### src/rtl/ntt_layer_sequencer.sv
// Address/zeta sequencer walking 7 NTT/INTT layers through one butterfly pipeline, with delayed write-back.
// Optional valid-alignment checker is built only when NTT_SEQ_CHECK_EN is defined.
module ntt_layer_sequencer #(
    parameter int BF_LAT = 3,
    parameter int RD_LAT = 1
) (
    input  logic       clk,
    input  logic       r,
    input  logic       start,
    input  logic       inverse_in,
    output logic       rd_en,
    output logic [7:0] rd_addr_a,
    output logic [7:0] rd_addr_b,
    output logic [6:0] zeta_idx,
    output logic       bf_valid,
    output logic       bf_inverse,
    input  logic       bf_valid_out,
    output logic       wr_en,
    output logic [7:0] wr_addr_a,
    output logic [7:0] wr_addr_b,
    output logic       busy,
    output logic       done,
    output logic       err
);

    localparam int D = RD_LAT + BF_LAT;

    typedef enum logic [1:0] {S_IDLE, S_ISSUE, S_DRAIN, S_DONE} state_t;

    state_t     state_q;
    logic [2:0] layer_q, layer_d;
    logic [6:0] cnt_q, cnt_d;
    logic       inv_q, inv_d;
    logic [7:0] drain_q;
    logic       rd_en_q;
    logic [7:0] rd_a_q, rd_b_q;
    logic [6:0] zeta_q;
    logic       busy_q, done_q;

    logic [7:0] a_d, b_d;
    logic [6:0] z_d;
    logic [2:0] eff;
    logic [3:0] s;
    logic [7:0] p, grp, lowmask;
    logic [6:0] grp7;

    // Pair that will be presented on the read port after the next edge.
    always_comb begin
        layer_d = layer_q;
        cnt_d   = 7'd0;
        inv_d   = inv_q;
        case (state_q)
            S_IDLE: begin
                layer_d = 3'd0;
                inv_d   = inverse_in;
            end
            S_ISSUE: cnt_d   = cnt_q + 7'd1;
            S_DRAIN: layer_d = layer_q + 3'd1;
            default: ;
        endcase
    end

    always_comb begin
        eff     = inv_d ? (3'd6 - layer_d) : layer_d;
        s       = 4'd7 - {1'b0, eff};
        p       = {1'b0, cnt_d};
        lowmask = (8'd1 << s) - 8'd1;
        grp     = p >> s;
        grp7    = cnt_d >> s;
        a_d     = ((grp << 1) << s) | (p & lowmask);
        b_d     = a_d | (8'd1 << s);
        // 7-bit wrap makes 2^(L+1)-1-g correct even for L=6.
        z_d     = inv_d ? ((7'd2 << eff) - 7'd1 - grp7) : ((7'd1 << eff) + grp7);
    end

    always_ff @(posedge clk or posedge r) begin
        if (r) begin
            state_q <= S_IDLE;
            layer_q <= 3'd0;
            cnt_q   <= 7'd0;
            inv_q   <= 1'b0;
            drain_q <= 8'd0;
            rd_en_q <= 1'b0;
            rd_a_q  <= 8'd0;
            rd_b_q  <= 8'd0;
            zeta_q  <= 7'd0;
            busy_q  <= 1'b0;
            done_q  <= 1'b0;
        end else begin
            case (state_q)
                S_IDLE: begin
                    if (start) begin
                        state_q <= S_ISSUE;
                        layer_q <= layer_d;
                        cnt_q   <= cnt_d;
                        inv_q   <= inv_d;
                        rd_en_q <= 1'b1;
                        rd_a_q  <= a_d;
                        rd_b_q  <= b_d;
                        zeta_q  <= z_d;
                        busy_q  <= 1'b1;
                    end
                end
                S_ISSUE: begin
                    if (cnt_q == 7'd127) begin
                        state_q <= S_DRAIN;
                        rd_en_q <= 1'b0;
                        drain_q <= 8'd0;
                    end else begin
                        cnt_q  <= cnt_d;
                        rd_a_q <= a_d;
                        rd_b_q <= b_d;
                        zeta_q <= z_d;
                    end
                end
                S_DRAIN: begin
                    if (drain_q == 8'(D - 1)) begin
                        if (layer_q == 3'd6) begin
                            state_q <= S_DONE;
                            done_q  <= 1'b1;
                        end else begin
                            state_q <= S_ISSUE;
                            layer_q <= layer_d;
                            cnt_q   <= cnt_d;
                            rd_en_q <= 1'b1;
                            rd_a_q  <= a_d;
                            rd_b_q  <= b_d;
                            zeta_q  <= z_d;
                        end
                    end else begin
                        drain_q <= drain_q + 8'd1;
                    end
                end
                default: begin
                    state_q <= S_IDLE;
                    done_q  <= 1'b0;
                    busy_q  <= 1'b0;
                end
            endcase
        end
    end

    logic [D-1:0] vld_pipe_q;
    logic [7:0]   wa_pipe_q [D];
    logic [7:0]   wb_pipe_q [D];

    always_ff @(posedge clk or posedge r) begin
        if (r) begin
            vld_pipe_q <= '0;
            for (int i = 0; i < D; i++) begin
                wa_pipe_q[i] <= 8'd0;
                wb_pipe_q[i] <= 8'd0;
            end
        end else begin
            vld_pipe_q[0] <= rd_en_q;
            wa_pipe_q[0]  <= rd_a_q;
            wb_pipe_q[0]  <= rd_b_q;
            for (int i = 1; i < D; i++) begin
                vld_pipe_q[i] <= vld_pipe_q[i-1];
                wa_pipe_q[i]  <= wa_pipe_q[i-1];
                wb_pipe_q[i]  <= wb_pipe_q[i-1];
            end
        end
    end

    assign rd_en      = rd_en_q;
    assign rd_addr_a  = rd_a_q;
    assign rd_addr_b  = rd_b_q;
    assign zeta_idx   = zeta_q;
    assign bf_valid   = vld_pipe_q[RD_LAT-1];
    assign bf_inverse = inv_q;
    assign wr_en      = vld_pipe_q[D-1];
    assign wr_addr_a  = wa_pipe_q[D-1];
    assign wr_addr_b  = wb_pipe_q[D-1];
    assign busy       = busy_q;
    assign done       = done_q;

`ifdef NTT_SEQ_CHECK_EN
    logic err_q;

    // The write-back valid is exactly bf_valid delayed by BF_LAT.
    always_ff @(posedge clk or posedge r) begin
        if (r) begin
            err_q <= 1'b0;
        end else if (bf_valid_out != vld_pipe_q[D-1]) begin
            err_q <= 1'b1;
        end
    end

    assign err = err_q;
`else
    logic unused_bf_valid_out;
    assign unused_bf_valid_out = bf_valid_out;
    assign err = 1'b0;
`endif

endmodule

### config.mk
export PLATFORM = sky130hd
export DESIGN_NAME = ntt_layer_sequencer
export DESIGN_NICKNAME = d
export VERILOG_FILES = /design/src/rtl/ntt_layer_sequencer.sv
export SDC_FILE = /design/constraint.sdc
export NUM_CORES = 1
export LEC_CHECK = 0
export BUFFER_PORTS_ARGS = -buffer_cell sky130_fd_sc_hd__buf_2
export CELL_PAD_IN_SITES_DETAIL_PLACEMENT = 1
export CELL_PAD_IN_SITES_GLOBAL_PLACEMENT = 1
export CORE_ASPECT_RATIO = 0.75
export CORE_MARGIN = 2
export CORE_UTILIZATION = 47
export DETAILED_ROUTE_END_ITERATION = 12
export PLACE_DENSITY = 0.92
export SLEW_MARGIN = 20
export SYNTH_ARGS = -nofsm -noshare
export SYNTH_HDL_FRONTEND = slang
export SYNTH_SLANG_ARGS = --single-unit
### constraint.sdc
create_clock -name clk -period 6.6 [get_ports clk]
set_input_delay 0.33 -clock clk [delete_from_list [all_inputs] [get_ports clk]]
set_output_delay 0.33 -clock clk [all_outputs]
set_load 0.01 [all_outputs]
Word-level counts from Yosys, hierarchy flattened
Index checks and enable logic that the tools add are counted.

storage, ports and cells
  logic and storage cells = 112
  memories = 0
  output and inout port bits = 46
  bits in writable memories = 0
  bits in latches = 0
  ROM bits = 0
  input port bits = 5
  flip-flop bits (word level) = 115

operators by class
  add/sub/neg operators = 9
  reductions and logical operators = 14
  equal/unequal tests = 12
  muxes and demuxes = 46
  multiply operators = 0
  order comparisons = 0
  shifts and indexed selects = 6
  divide/modulo/power cells = 0
  bitwise logic cells = 5

operators with widths
  operator               count
  $mux W8                10
  $mux W7                10
  $pmux W8 S3            2
  $pmux W7 S3            2
  $or A8 B8 Y8           2
  $pmux W8 S2            1
  $ne A2 B2 Y1 const B   7
  $shr A7 B4 Y7          2
  $mux W3                4
  $pmux W3 S2            2
  $reduce_and A5 Y1      2
  $reduce_and A3 Y1      3
  $add A8 B1 Y8 const B  1
  $and A7 B8 Y8          1
  $eq A8 B2 Y1 const B   1
  $mux W2                4
  $shl A1 B4 Y8 const A  1
  $shl A8 B4 Y8          1
  $sub A8 B1 Y8 const B  1
  $add A7 B1 Y7 const B  1
  $add A7 B7 Y7          1
  $eq A7 B7 Y1 const B   1
  $mux W1                7
  $shl A1 B3 Y7 const A  1
  19 further kinds       24

Depth between registers and ports, before layout
Gate-level depths: netlist of the first run.

  depth after elaboration = 13
  mapped depth = 21
  mapped depth without buffers = 18

Least setup slack after synthesis of the first run
OpenSTA, ideal clock, no wires.

  kind = flip-flop to flip-flop
  from = register state_q[0]
  to = register zeta_q[6] (netlist: zeta_idx[6])
  arrival = 4.468 ns
  clock period less this slack = 4.600 ns
  library setup time = 0.131 ns
  stages on the path, launching flop included = 21
  slack = 2.000 ns
  data required time = 6.469 ns
  buffers on the path = 2
  path through = dfrtp_1 > inv_1 > ha_1 > buf_6 > nor2_2 > a21oi_2 > inv_2 > buf_1 > ha_1 > o211a_1 > nor2_2 > mux2_2 > mux2i_1 > ha_1 > fa_1 > nand2_1 > a31oi_4 > a21oi_2 > o31a_1 > a32o_1 > or3_1

between the ends
  word-level cells in the longest chain between the ends = 11
  elaborated cells on any way between the ends = 27
  classes of those cells = 5 x add/sub; 6 x eq/ne; 3 x shift; 10 x mux; 3 x reduce/logical

RTL lines
  item                                                     RTL line  text
  start, declared                                          30        state_t state_q;
  start signal, assigned                                   78        state_q <= S_IDLE;
  start signal, assigned                                   93        state_q <= S_ISSUE;
  start signal, assigned                                   106       state_q <= S_DRAIN;
  $eq A2 B2 Y1 / $logic_not A2 Y1 (equally long branches)  52        case (state_q)
  $pmux W3 S2                                              52
  $sub A3 B3 Y3                                            64        eff = inv_d ? (3'd6 - layer_d) : layer_d;
  $mux W3 *                                                64
  via eff[0]                                               42        logic [2:0] eff;
  $shl A2 B3 Y7 / $sub A3 B3 Y4 (equally long branches)    73, 65
  $sub A7 B1 Y7 / $shr A7 B4 Y7 (equally long branches)    73, 69
  $sub A7 B7 Y7 / $add A7 B7 Y7 (equally long branches)    73        z_d = inv_d ? ((7'd2 << eff) - 7'd1 - grp7) : ((7'd1 << eff) + grp7);
  $mux W7 *                                                73
  $mux W7                                                  118       if (layer_q == 3'd6) begin
  $mux W7                                                  117       if (drain_q == 8'(D - 1)) begin
  $pmux W7 S3 *                                            90        case (state_q)
  end signal, assigned                                     100       zeta_q <= z_d;
  end signal, assigned                                     113       zeta_q <= z_d;
  end signal, assigned                                     128       zeta_q <= z_d;
  end, declared                                            37        logic [6:0] zeta_q;

The timed path passes the listed nets; every way through them passes the cells marked *. The select of a mux whose other input is x is not followed.
A chain may end at the register's enable or synchronous reset.

Worst setup path after layout of the first run
  from = register state_q[0]
  to = register zeta_q[6] (netlist: zeta_idx[6])

between the ends
  word-level cells in the longest chain between the ends = 11
  elaborated cells on any way between the ends = 27
  classes of those cells = 5 x add/sub; 6 x eq/ne; 3 x shift; 10 x mux; 3 x reduce/logical

RTL lines
  item                                                     RTL line  text
  $eq A2 B2 Y1 / $logic_not A2 Y1 (equally long branches)  52
  $pmux W3 S2 *                                            52
  via layer_d[1]                                           31        logic [2:0] layer_q, layer_d;
  $sub A3 B3 Y3                                            64
  $mux W3 *                                                64
  $shl A2 B3 Y7 / $sub A3 B3 Y4 (equally long branches)    73, 65
  $sub A7 B1 Y7 / $shr A7 B4 Y7 (equally long branches)    73, 69
  $sub A7 B7 Y7 / $add A7 B7 Y7 (equally long branches)    73
  $mux W7 *                                                73
  $mux W7                                                  118
  $mux W7                                                  117
  $pmux W7 S3 *                                            90

Marks and branches as above.

==> results.py, run 1 <==
metrics = {
    "outcome": {
        "status": "finished with violations",
        "violations": "hold timing",
    },
    "clock_tree": {
        "cts_tree": "built",
        "cts-buffers-inserted": 17,
        "path_clk_slew_ns": 0.06,
        "cts_hold_buffers": 0,
        "clock_sinks": 115,
        "insertion_delay_ns": 0.42,
        "cts_max_path_buffers": 2,
        "cts-root-buf": "clkbuf_16",
        "post_cts_resized": 0,
        "post_cts_buffers": 0,
        "h-tree-depth": 4,
    },
    "yosys": {
        "synth_flop_cell": "dfrtp_1",
        "ys_types": 73,
        "avgSynthCellArea_um2": 10.8,
        "ys_seq_area_share_pct": 54.9,
        "netlist_instances": 485,
        "synth-seq-cells": 115,
        "async_flop_share_pct": 100,
        "synth.cell_area_um2": 5250,
        "synth_fp_nets": 512,
        "synth-edff-count": 0,
        "yosysWarningCount": 0,
    },
    "finish": {
        "drive_above_1_share_pct": 21.4,
        "diodes": 0,
        "mostFrequentLayoutCell": "dfrtp_1",
        "nFillCells": 1180,
        "final_net_count": 552,
        "area_growth_pct": 16.5,
        "most-common-layout-cells": "115 x dfrtp_1, 61 x nand2_1, 48 x buf_2",
    },
    "detailed_routing": {
        "drt_iter0_markers": 142,
        "vias": 3886,
        "routedWlPerCell_um": 19.5,
        "drcViolationCount": 0,
        "ant_nets": 0,
        "via_per_inst": 5.73,
        "wl_mm": 13.2,
        "drtPass1Iterations": 4,
    },
    "sta": {
        "tns_ns": 0,
        "drv_slew": 0,
        "final_hold_viol_count": 1,
        "slew-limit-headroom_pct": 49.0,
        "finClkSkew_ns": 0.00891,
        "rsz0062_at_grt": "false",
        "setup_viol_count_final": 0,
        "finalCritPeriodShare_pct": 78.3,
        "fmax_mhz": 193,
        "min_period_ns": 5.17,
        "worst_pin_slew_ns": 0.765,
        "hold_slack_ns": -0.0000651,
    },
    "flow_run": {
        "maxCapViolCount": 0,
    },
    "floorplanning": {
        "die_w_um": 126,
        "rows": 33,
        "coreArea_um2": 10900,
        "start_util_pct": 48.1,
        "io_pins": 51,
        "dieHeight_um": 95.5,
        "dieArea_um2": 12000,
    },
    "setup_path": {
        "crit_path_end_kind": "flip-flop",
        "cp-start-kind": "flip-flop",
        "crit_fanout": 9,
        "arrival_ns": 5.46,
        "crit_type": "flip-flop to flip-flop",
        "critPathRequiredTime_ns": 6.89,
    },
    "place": {
        "gp_congestion": 0.912,
        "dpl.hpwl_mm": 8.62,
        "portBuffers": 48,
    },
    "hold_path": {
        "min_path_type": "input pin to asynchronous set/reset pin",
    },
    "global_routing": {
        "first_global_vias": 4156,
        "grt-ovfl-total": 0,
        "grt_usage_pct": 23.9,
        "grt_pass1_wl_mm": 22.0,
        "grt_max_degree": 66,
        "antenna_found_initial": 0,
    },
    "power": {
        "p_per_area_nw_per_um2": 571,
        "p_leak_nw": 2.93,
        "vdd_ir_drop_max_mv": 0.253,
    },
}
sequential cells by signal (all words and copies together) (netlist names), 2 cells and up:
register	cells
cnt_q	7
drain_q	8
layer_q	3
rd_addr_a	8
rd_addr_b	8
state_q	2
vld_pipe_q	4
wa_pipe_q	24
wb_pipe_q	24
wr_addr_a	8
wr_addr_b	8
zeta_idx	7
logic make-up (layout without fill, tap and decap cells):
kind of cell	after synthesis	after routing	synth area share (%)
buffers and inverters	50	103	5.20
DFF	115	115	54.9
adders and majority gates	22	22	5.39
muxes	16	16	3.17
and+or+nand+nor	156	156	13.7
xor gates and xnor gates	15	15	2.50
other	1	1	0.0715
AOI/OAI and AO/OA	110	110	15.1
path summary, 6_finish.rpt:
kind	from	to	slack [ns]	cells after the start
setup / recovery	state_q[0]	zeta_idx[6]	1.43	18
hold / removal	r	wr_addr_b[0]	-0.00007	2
setup reg to reg	state_q[0]	zeta_idx[6]	1.43	18
hold reg to reg	wa_pipe_q[13]	wr_addr_a[5]	0.34	0
max in group asynchronous	r	zeta_idx[0]	5.39	3
min in group clk	inverse_in	bf_inverse	0.17	2
stage by stage:
| step | setup WS, ns | utilization [%] | std cells | cell area, um2 | power [mW] |
|---|---|---|---|---|---|
| floorplan | 2.00 | - | 485 | 5250 | 2.14 |
| global placement | 1.79 | 50.6 | 646 | 5510 | 2.43 |
| detailed placement | 1.58 | 50.6 | 646 | 5510 | 2.52 |
| CTS | 1.46 | 56.1 | 678 | 6110 | 3.51 |
| global route | 1.10 | 56.1 | 678 | 6110 | 3.72 |
| finish | 1.43 | 56.1 | 678 | 6110 | 3.49 |
where the power goes:
group	switching [mW]	internal [mW]	total, mW
Combinational	0.924	0.539	1.46
Clock	0.378	0.567	0.945
Sequential	0.123	0.961	1.08
metal layers:
layer  up-vias  GRT usage (%)  wire (um)
met1      1983           29.5       5820
met5         -              0          0
met3        18           5.84        528
met2       105           41.4       6690
li1       1780              -          -
met4         0           8.24        184
layout make-up:
class / count / area [um2] / area share, %
flip-flops and latches: 115 / 2880 / 47.1
multi-input cells: 320 / 2100 / 34.4
clock buffers: 17 / 425 / 6.96
repair buffers: 56 / 300 / 4.91
well taps: 140 / 175 / 2.87
clock inverters: 15 / 173 / 2.82
inverters: 15 / 58.8 / 0.962
synth_stat cells (5+ instances only):
cell type  instances  share of area (%)
o21ai_0           26                2.5
xor2_1             6                1.0
nand3_1           11                1.0
xnor2_1            9                1.5
o31ai_1            5               0.72
nand2b_1           6               0.72
mux2i_1           11                2.1
a21oi_1           20                1.9
inv_1             14                1.0
nor3_1            11                1.0
buf_4             18                2.6
dfrtp_1          115                 55
or3_1             10                1.2
ha_1              21                5.0
nor2_1            37                2.6
nand2_1           61                4.4
clkbuf_1          11               0.79
mux2_2             5                1.1
a31oi_1            9                1.1
worst max-delay path: stages, from the launching register on:
cell,delay (ns)
dfrtp_1,0.42
inv_1,0.12
ha_1,0.35
or2_2,0.37
mux2i_1,0.42
inv_1,0.14
ha_1,0.29
o211a_1,0.36
nor2_2,0.17
mux2_2,0.38
mux2i_1,0.27
ha_1,0.25
fa_1,0.24
nand2_1,0.11
a31oi_4,0.18
a21oi_2,0.11
o31a_1,0.30
a32o_1,0.24
or3_1,0.32
No activity file was read; power rests on OpenSTA's default activity.
==> run 2, diff against run 1 <==
--- a/config.mk
+++ b/config.mk
@@ -5,14 +5,15 @@
 export SDC_FILE = /design/constraint.sdc
 export NUM_CORES = 1
 export LEC_CHECK = 0
+export ABC_AREA = 1
 export BUFFER_PORTS_ARGS = -buffer_cell sky130_fd_sc_hd__buf_2
 export CELL_PAD_IN_SITES_DETAIL_PLACEMENT = 1
 export CELL_PAD_IN_SITES_GLOBAL_PLACEMENT = 1
 export CORE_ASPECT_RATIO = 0.75
 export CORE_MARGIN = 2
-export CORE_UTILIZATION = 47
+export CORE_UTILIZATION = 45
 export DETAILED_ROUTE_END_ITERATION = 12
-export PLACE_DENSITY = 0.92
+export PLACE_DENSITY = 0.91
 export SLEW_MARGIN = 20
 export SYNTH_ARGS = -nofsm -noshare
 export SYNTH_HDL_FRONTEND = slang
==> constraint.sdc (replaced) <==
create_clock -name clk -period 4.8 [get_ports clk]
set_input_delay 0.24 -clock clk [delete_from_list [all_inputs] [get_ports clk]]
set_output_delay 0.24 -clock clk [all_outputs]
set_load 0.01 [all_outputs]
==> results.py, run 2 <==
metrics = {
    "outcome": {
        "status": "completed",
    },
    "yosys": {
        "avgSynthCellArea_um2": 8.74,
        "synth_fp_nets": 645,
        "synth_area_leaders": "dfrtp_1 53%, nand2_1 10%, nand3_1 5.9%",
        "ys_types": 37,
        "synthMuxAreaShare_pct": 0,
        "synth_top_area_share_pct": 53.3,
        "synth_simple_gate_area_share_pct": 23.4,
        "async_flop_share_pct": 100,
        "ys_seq_area_share_pct": 53.3,
        "netlist_instances": 618,
        "synth-edff-count": 0,
        "synthTopCellsByCount": "144 x nand2_1, 115 x dfrtp_1, 69 x inv_1",
        "post-synth-top-count-cell": "nand2_1",
        "yosysWarningCount": 0,
        "synth_flop_cell": "dfrtp_1",
        "synth_compound_gate_area_share_pct": 8.59,
        "synth.cell_area_um2": 5400,
        "synthXorXnorAreaFrac_pct": 0.324,
        "synth_adder_area_share_pct": 5.23,
        "synth_top_family_by_area": "simple AND/OR/NAND/NOR gates",
        "yosysTopAreaCell": "dfrtp_1",
        "synth-seq-cells": 115,
    },
    "clock_tree": {
        "cts_tree": "built",
        "cts-buffers-inserted": 17,
        "insertion_delay_ns": 0.42,
        "path_clk_slew_ns": 0.06,
        "h-tree-depth": 4,
        "cts_hold_buffers": 1,
        "clock_sinks": 115,
        "post_cts_resized": 0,
        "post_cts_buffers": 0,
        "cts-root-buf": "clkbuf_16",
        "cts_max_path_buffers": 2,
    },
    "floorplanning": {
        "coreArea_um2": 11700,
        "io_pins": 51,
        "die_w_um": 131,
        "rows": 34,
        "start_util_pct": 46.4,
        "dieArea_um2": 12900,
        "dieHeight_um": 98.9,
    },
    "detailed_routing": {
        "vias": 4464,
        "routedWlPerCell_um": 18.0,
        "via_per_inst": 5.35,
        "drt_iter0_markers": 256,
        "drcViolationCount": 0,
        "drtPass1Iterations": 4,
        "wl_mm": 15.0,
        "ant_nets": 0,
    },
    "finish": {
        "seq_area_um2": 2880,
        "final_net_count": 686,
        "largestRegisters": "wa_pipe_q x24, wb_pipe_q x24",
        "area_growth_pct": 16.4,
        "mostFrequentLayoutCell": "nand2_1",
        "nFillCells": 1384,
        "fin_util_pct": 54.0,
        "multi_input_area_um2": 2030,
        "drive_above_1_share_pct": 16.8,
        "most-common-layout-cells": "144 x nand2_1, 115 x dfrtp_1, 68 x inv_1",
        "diodes": 0,
    },
    "sta": {
        "worst_pin_slew_ns": 0.908,
        "fmax_mhz": 239,
        "finalCritPeriodShare_pct": 87.2,
        "finClkSkew_ns": 0.0127,
        "rsz0062_at_grt": "false",
        "min_period_ns": 4.19,
        "final_hold_viol_count": 0,
        "hold_slack_ns": 0.152,
        "setup_viol_count_final": 0,
        "slew-limit-headroom_pct": 39.5,
        "tns_ns": 0,
        "drv_slew": 0,
    },
    "setup_path": {
        "arrival_ns": 4.50,
        "crit_fanout": 11,
        "cp-start-kind": "flip-flop",
        "critPathRequiredTime_ns": 5.11,
        "crit_type": "flip-flop to flip-flop",
        "crit_path_end_kind": "flip-flop",
    },
    "global_routing": {
        "grt_usage_pct": 25.5,
        "grt-ovfl-total": 0,
        "first_global_vias": 5042,
        "antenna_found_initial": 0,
        "grt_max_degree": 77,
        "grt_pass1_wl_mm": 25.3,
    },
    "hold_path": {
        "min_path_type": "input pin to flip-flop",
    },
    "place": {
        "portBuffers": 48,
        "gp_congestion": 0.961,
        "dpl.hpwl_mm": 10.1,
    },
    "flow_run": {
        "maxCapViolCount": 0,
    },
}
## run 2: final cells by class
| class | count | share of cell area, % |
|---|---|---|
| clock inverter | 13 | 2.33 |
| multi-input combinational | 394 | 32.3 |
| tap | 162 | 3.22 |
| inverter | 78 | 4.70 |
| timing repair buffer | 53 | 4.46 |
| sequential | 115 | 45.8 |
| clock buffer | 19 | 7.20 |
## run 2: path summary, 6_finish.rpt
check / from / cells after the start / to / slack [ns]
max: state_q[0] / 22 / zeta_idx[6] / 0.61
min: start / 3 / busy / 0.15
max reg2reg: state_q[0] / 22 / zeta_idx[6] / 0.61
min reg2reg: wb_pipe_q[24] / 0 / wb_pipe_q[16] / 0.34
max in group asynchronous: r / 4 / rd_addr_a[2] / 3.08
min in group asynchronous: r / 3 / vld_pipe_q[3] / 0.42
## run 2: worst max-delay path: stages, from the launching register on
cell,delay (ns)
dfrtp_1,0.42
inv_1,0.11
ha_1,0.30
nor2_2,0.28
nand2_1,0.10
o21ai_2,0.14
inv_1,0.08
ha_1,0.30
or2_0,0.24
o21ai_2,0.21
nand2_1,0.17
nand2_1,0.11
nand2_1,0.06
nand2_1,0.20
inv_1,0.14
ha_1,0.26
fa_1,0.46
nand4_1,0.17
nand3_1,0.09
nand3_1,0.09
nand2_1,0.07
nand2_1,0.05
nand2_1,0.04
## run 2: cells by family after synthesis
logic type               after synthesis
buffers and inverters                109
AND/OR/NAND/NOR                      285
XOR/XNOR                               2
other                                  1
flip-flops                           115
AO/OA/AOI/OAI                         84
adder cells (fa/ha/maj)               22
## run 2: per-stage QoR
stage	std cells	worst slack (ns)	area, um2
2_1_floorplan	618	1.04	5400
3_3_place_gp	801	0.901	5680
3_5_place_dp	801	0.683	5680
4_1_cts	834	0.627	6290
5_1_grt	834	0.221	6290
6_report	834	0.612	6290
## run 2: layer usage
metal / vias up / part of all wire [%] / global-route usage, % / wire [um]
li1: 2081 / - / - / -
met2: 112 / 50 / 44.6 / 7520
met1: 2244 / 44 / 31.4 / 6570
met3: 27 / 4.6 / 5.86 / 692
met5: - / 0 / 0 / 0
met4: 0 / 1.7 / 7.69 / 251
Power of run 2 is left out: the tool's default activity adds up to more than one toggle a clock period on the data nets, which glitch-free logic cannot reach.
==> run 3, diff against run 2 <==
--- a/config.mk
+++ b/config.mk
@@ -5,15 +5,14 @@
 export SDC_FILE = /design/constraint.sdc
 export NUM_CORES = 1
 export LEC_CHECK = 0
-export ABC_AREA = 1
 export BUFFER_PORTS_ARGS = -buffer_cell sky130_fd_sc_hd__buf_2
 export CELL_PAD_IN_SITES_DETAIL_PLACEMENT = 1
 export CELL_PAD_IN_SITES_GLOBAL_PLACEMENT = 1
 export CORE_ASPECT_RATIO = 0.75
 export CORE_MARGIN = 2
-export CORE_UTILIZATION = 45
+export CORE_UTILIZATION = 47
 export DETAILED_ROUTE_END_ITERATION = 12
-export PLACE_DENSITY = 0.91
+export PLACE_DENSITY = 0.92
 export SLEW_MARGIN = 20
 export SYNTH_ARGS = -nofsm -noshare
 export SYNTH_HDL_FRONTEND = slang
==> results.py, run 3 (synthesis results as in run 1) <==
metrics = {
    "outcome": {
        "status": "completed",
    },
    "power": {
        "pwr-share-clk_pct": 26.4,
        "seq_power_share_pct": 30.7,
        "power.share.switching_pct": 40.1,
        "internal-power_mw": 2.91,
        "p_per_area_nw_per_um2": 777,
        "p_leak_nw": 3.00,
        "p_switching_mw": 1.94,
        "combPwrFrac_pct": 42.9,
        "vdd_ir_drop_max_mv": 0.347,
    },
    "floorplanning": {
        "dieArea_um2": 12000,
        "die_w_um": 126,
        "rows": 33,
        "dieHeight_um": 95.5,
        "io_pins": 51,
        "start_util_pct": 48.1,
        "coreArea_um2": 10900,
    },
    "place": {
        "dpl.hpwl_mm": 8.89,
        "portBuffers": 48,
        "gp_congestion": 0.922,
        "dp.cells": 659,
    },
    "finish": {
        "largestRegisters": "wa_pipe_q x24, wb_pipe_q x24",
        "drive_above_1_share_pct": 23.9,
        "most-common-layout-cells": "115 x dfrtp_1, 61 x nand2_1, 48 x buf_2",
        "mostFrequentLayoutCell": "dfrtp_1",
        "final_cell_count_no_fill": 693,
        "final_net_count": 567,
        "fin_util_pct": 57.2,
        "area_growth_pct": 18.8,
        "diodes": 0,
    },
    "setup_path": {
        "cp-start-kind": "flip-flop",
        "r2r_setup_slack_ns": 0.20,
        "reg2reg_depth": 18,
        "crit_path_end_kind": "flip-flop",
        "r2r-start": "state_q[0]",
        "reg2reg_to": "zeta_idx[6]",
        "crit_fanout": 8,
        "critPathRequiredTime_ns": 5.10,
        "crit_type": "flip-flop to flip-flop",
        "arrival_ns": 4.89,
    },
    "clock_tree": {
        "cts_max_path_buffers": 2,
        "insertion_delay_ns": 0.42,
        "cts-root-buf": "clkbuf_16",
        "cts_tree": "built",
        "h-tree-depth": 4,
        "clock_sinks": 115,
        "path_clk_slew_ns": 0.07,
        "cts-buffers-inserted": 17,
    },
    "sta": {
        "tns_ns": 0,
        "worst_pin_slew_ns": 0.784,
        "finClkSkew_ns": 0.0130,
        "min_period_ns": 4.60,
        "setup_viol_count_final": 0,
        "finalCritPeriodShare_pct": 95.8,
        "hold_slack_ns": 0.0950,
        "slew-limit-headroom_pct": 47.8,
        "final_hold_viol_count": 0,
        "drv_slew": 0,
        "rsz0062_at_grt": "false",
        "fmax_mhz": 218,
    },
    "hold_path": {
        "hold_depth": 2,
        "min-delay-start": "inverse_in",
        "min_path_type": "input pin to flip-flop",
        "min_to": "bf_inverse",
    },
    "flow_run": {
        "maxCapViolCount": 0,
    },
    "global_routing": {
        "grt_max_degree": 62,
        "grt_pass1_wl_mm": 21.5,
        "first_global_vias": 4171,
        "antenna_found_initial": 0,
        "grt-ovfl-total": 0,
        "grt_usage_pct": 23.3,
    },
    "detailed_routing": {
        "vias": 3897,
        "routedWlPerCell_um": 18.9,
        "wl_mm": 13.1,
        "drcViolationCount": 0,
        "drt_iter0_markers": 212,
        "ant_nets": 0,
        "via_per_inst": 5.62,
        "drtPass1Iterations": 4,
    },
}
-- run 3: cell count changes in the layout (fill, tap and decap cells not counted), moves of 6 or more --
cell      delta
nand4_1      -7
o21ai_1     -11
inv_2        -7
o21ai_0      -7
mux2i_1     +10
buf_4       +18
nand2_2      -6
xnor2_1      +9
inv_1       -55
nand3_1     -53
or3_1       +10
nor3_1       +6
nand2_1     -83
nand2b_1     +6
-- run 3: per-stage QoR --
step | total power [mW] | worst slack [ns] | cell area, um2
floorplan | 2.94 | 0.200 | 5250
global placement | 3.42 | 0.417 | 5610
detailed placement | 3.53 | 0.231 | 5610
CTS | 4.87 | 0.198 | 6220
global route | 5.18 | 0.0369 | 6230
finish | 4.85 | 0.203 | 6230
-- run 3: power by group through the flow --
| stage | logic (mW) | clock network, mW | registers, mW |
|---|---|---|---|
| after floorplan | 1.43 | 0 | 1.51 |
| after global placement | 1.95 | 0 | 1.47 |
| after detailed placement | 2.03 | 0 | 1.50 |
| after CTS | 2.07 | 1.31 | 1.50 |
| after global routing | 2.30 | 1.36 | 1.53 |
| final | 2.08 | 1.28 | 1.49 |
-- run 3: area by class of cell --
| cell class | count | area, um2 |
|---|---|---|
| fillers | 1169 | 4670 |
| flip-flops and latches | 115 | 2880 |
| multi-input cells | 320 | 2110 |
| clock buffers | 17 | 425 |
| repair buffers | 71 | 415 |
| well taps | 140 | 175 |
| clock inverters | 15 | 171 |
| inverters | 15 | 58.8 |
-- run 3: worst max path at each step --
stage	start	to	slack (ns)	cells past startpoint
2_1_floorplan	state_q[0]	zeta_idx[6]	0.20	20
3_3_place_gp	state_q[0]	zeta_idx[6]	0.42	18
3_5_place_dp	state_q[0]	zeta_idx[6]	0.23	18
4_1_cts	state_q[0]	zeta_idx[6]	0.20	18
5_1_grt	state_q[1]	zeta_idx[6]	0.04	18
6_report	state_q[0]	zeta_idx[6]	0.20	18
-- run 3: worst max-delay path, cell delays in order, from the launching register on --
cell	delay [ns]
dfrtp_1	0.40
inv_1	0.12
ha_1	0.29
or2_2	0.34
mux2i_2	0.21
inv_1	0.09
ha_1	0.25
o211a_2	0.35
nor2_2	0.13
mux2_2	0.37
mux2i_1	0.21
ha_1	0.23
fa_1	0.25
nand2_1	0.11
a31oi_4	0.17
a21oi_2	0.11
o31a_1	0.31
a32o_1	0.24
or3_1	0.30
-- run 3: routing by layer --
| layer | vias to the layer above | GRT usage [%] | share of wire, % |
|---|---|---|---|
| li1 | 1802 | - | - |
| met1 | 1977 | 30.1 | 45 |
| met2 | 98 | 39.2 | 49 |
| met3 | 20 | 4.83 | 4.0 |
| met4 | 0 | 8.70 | 1.7 |
| met5 | - | 0 | 0 |
-- run 3: repair_timing --
action | in CTS | in global routing
hold buffers | 1 | 0
buffers inserted | 0 | 1
endpoints found under the hold margin | 43 | 0
gates resized for setup | 0 | 3
setup endpoints to repair | 0 | 1
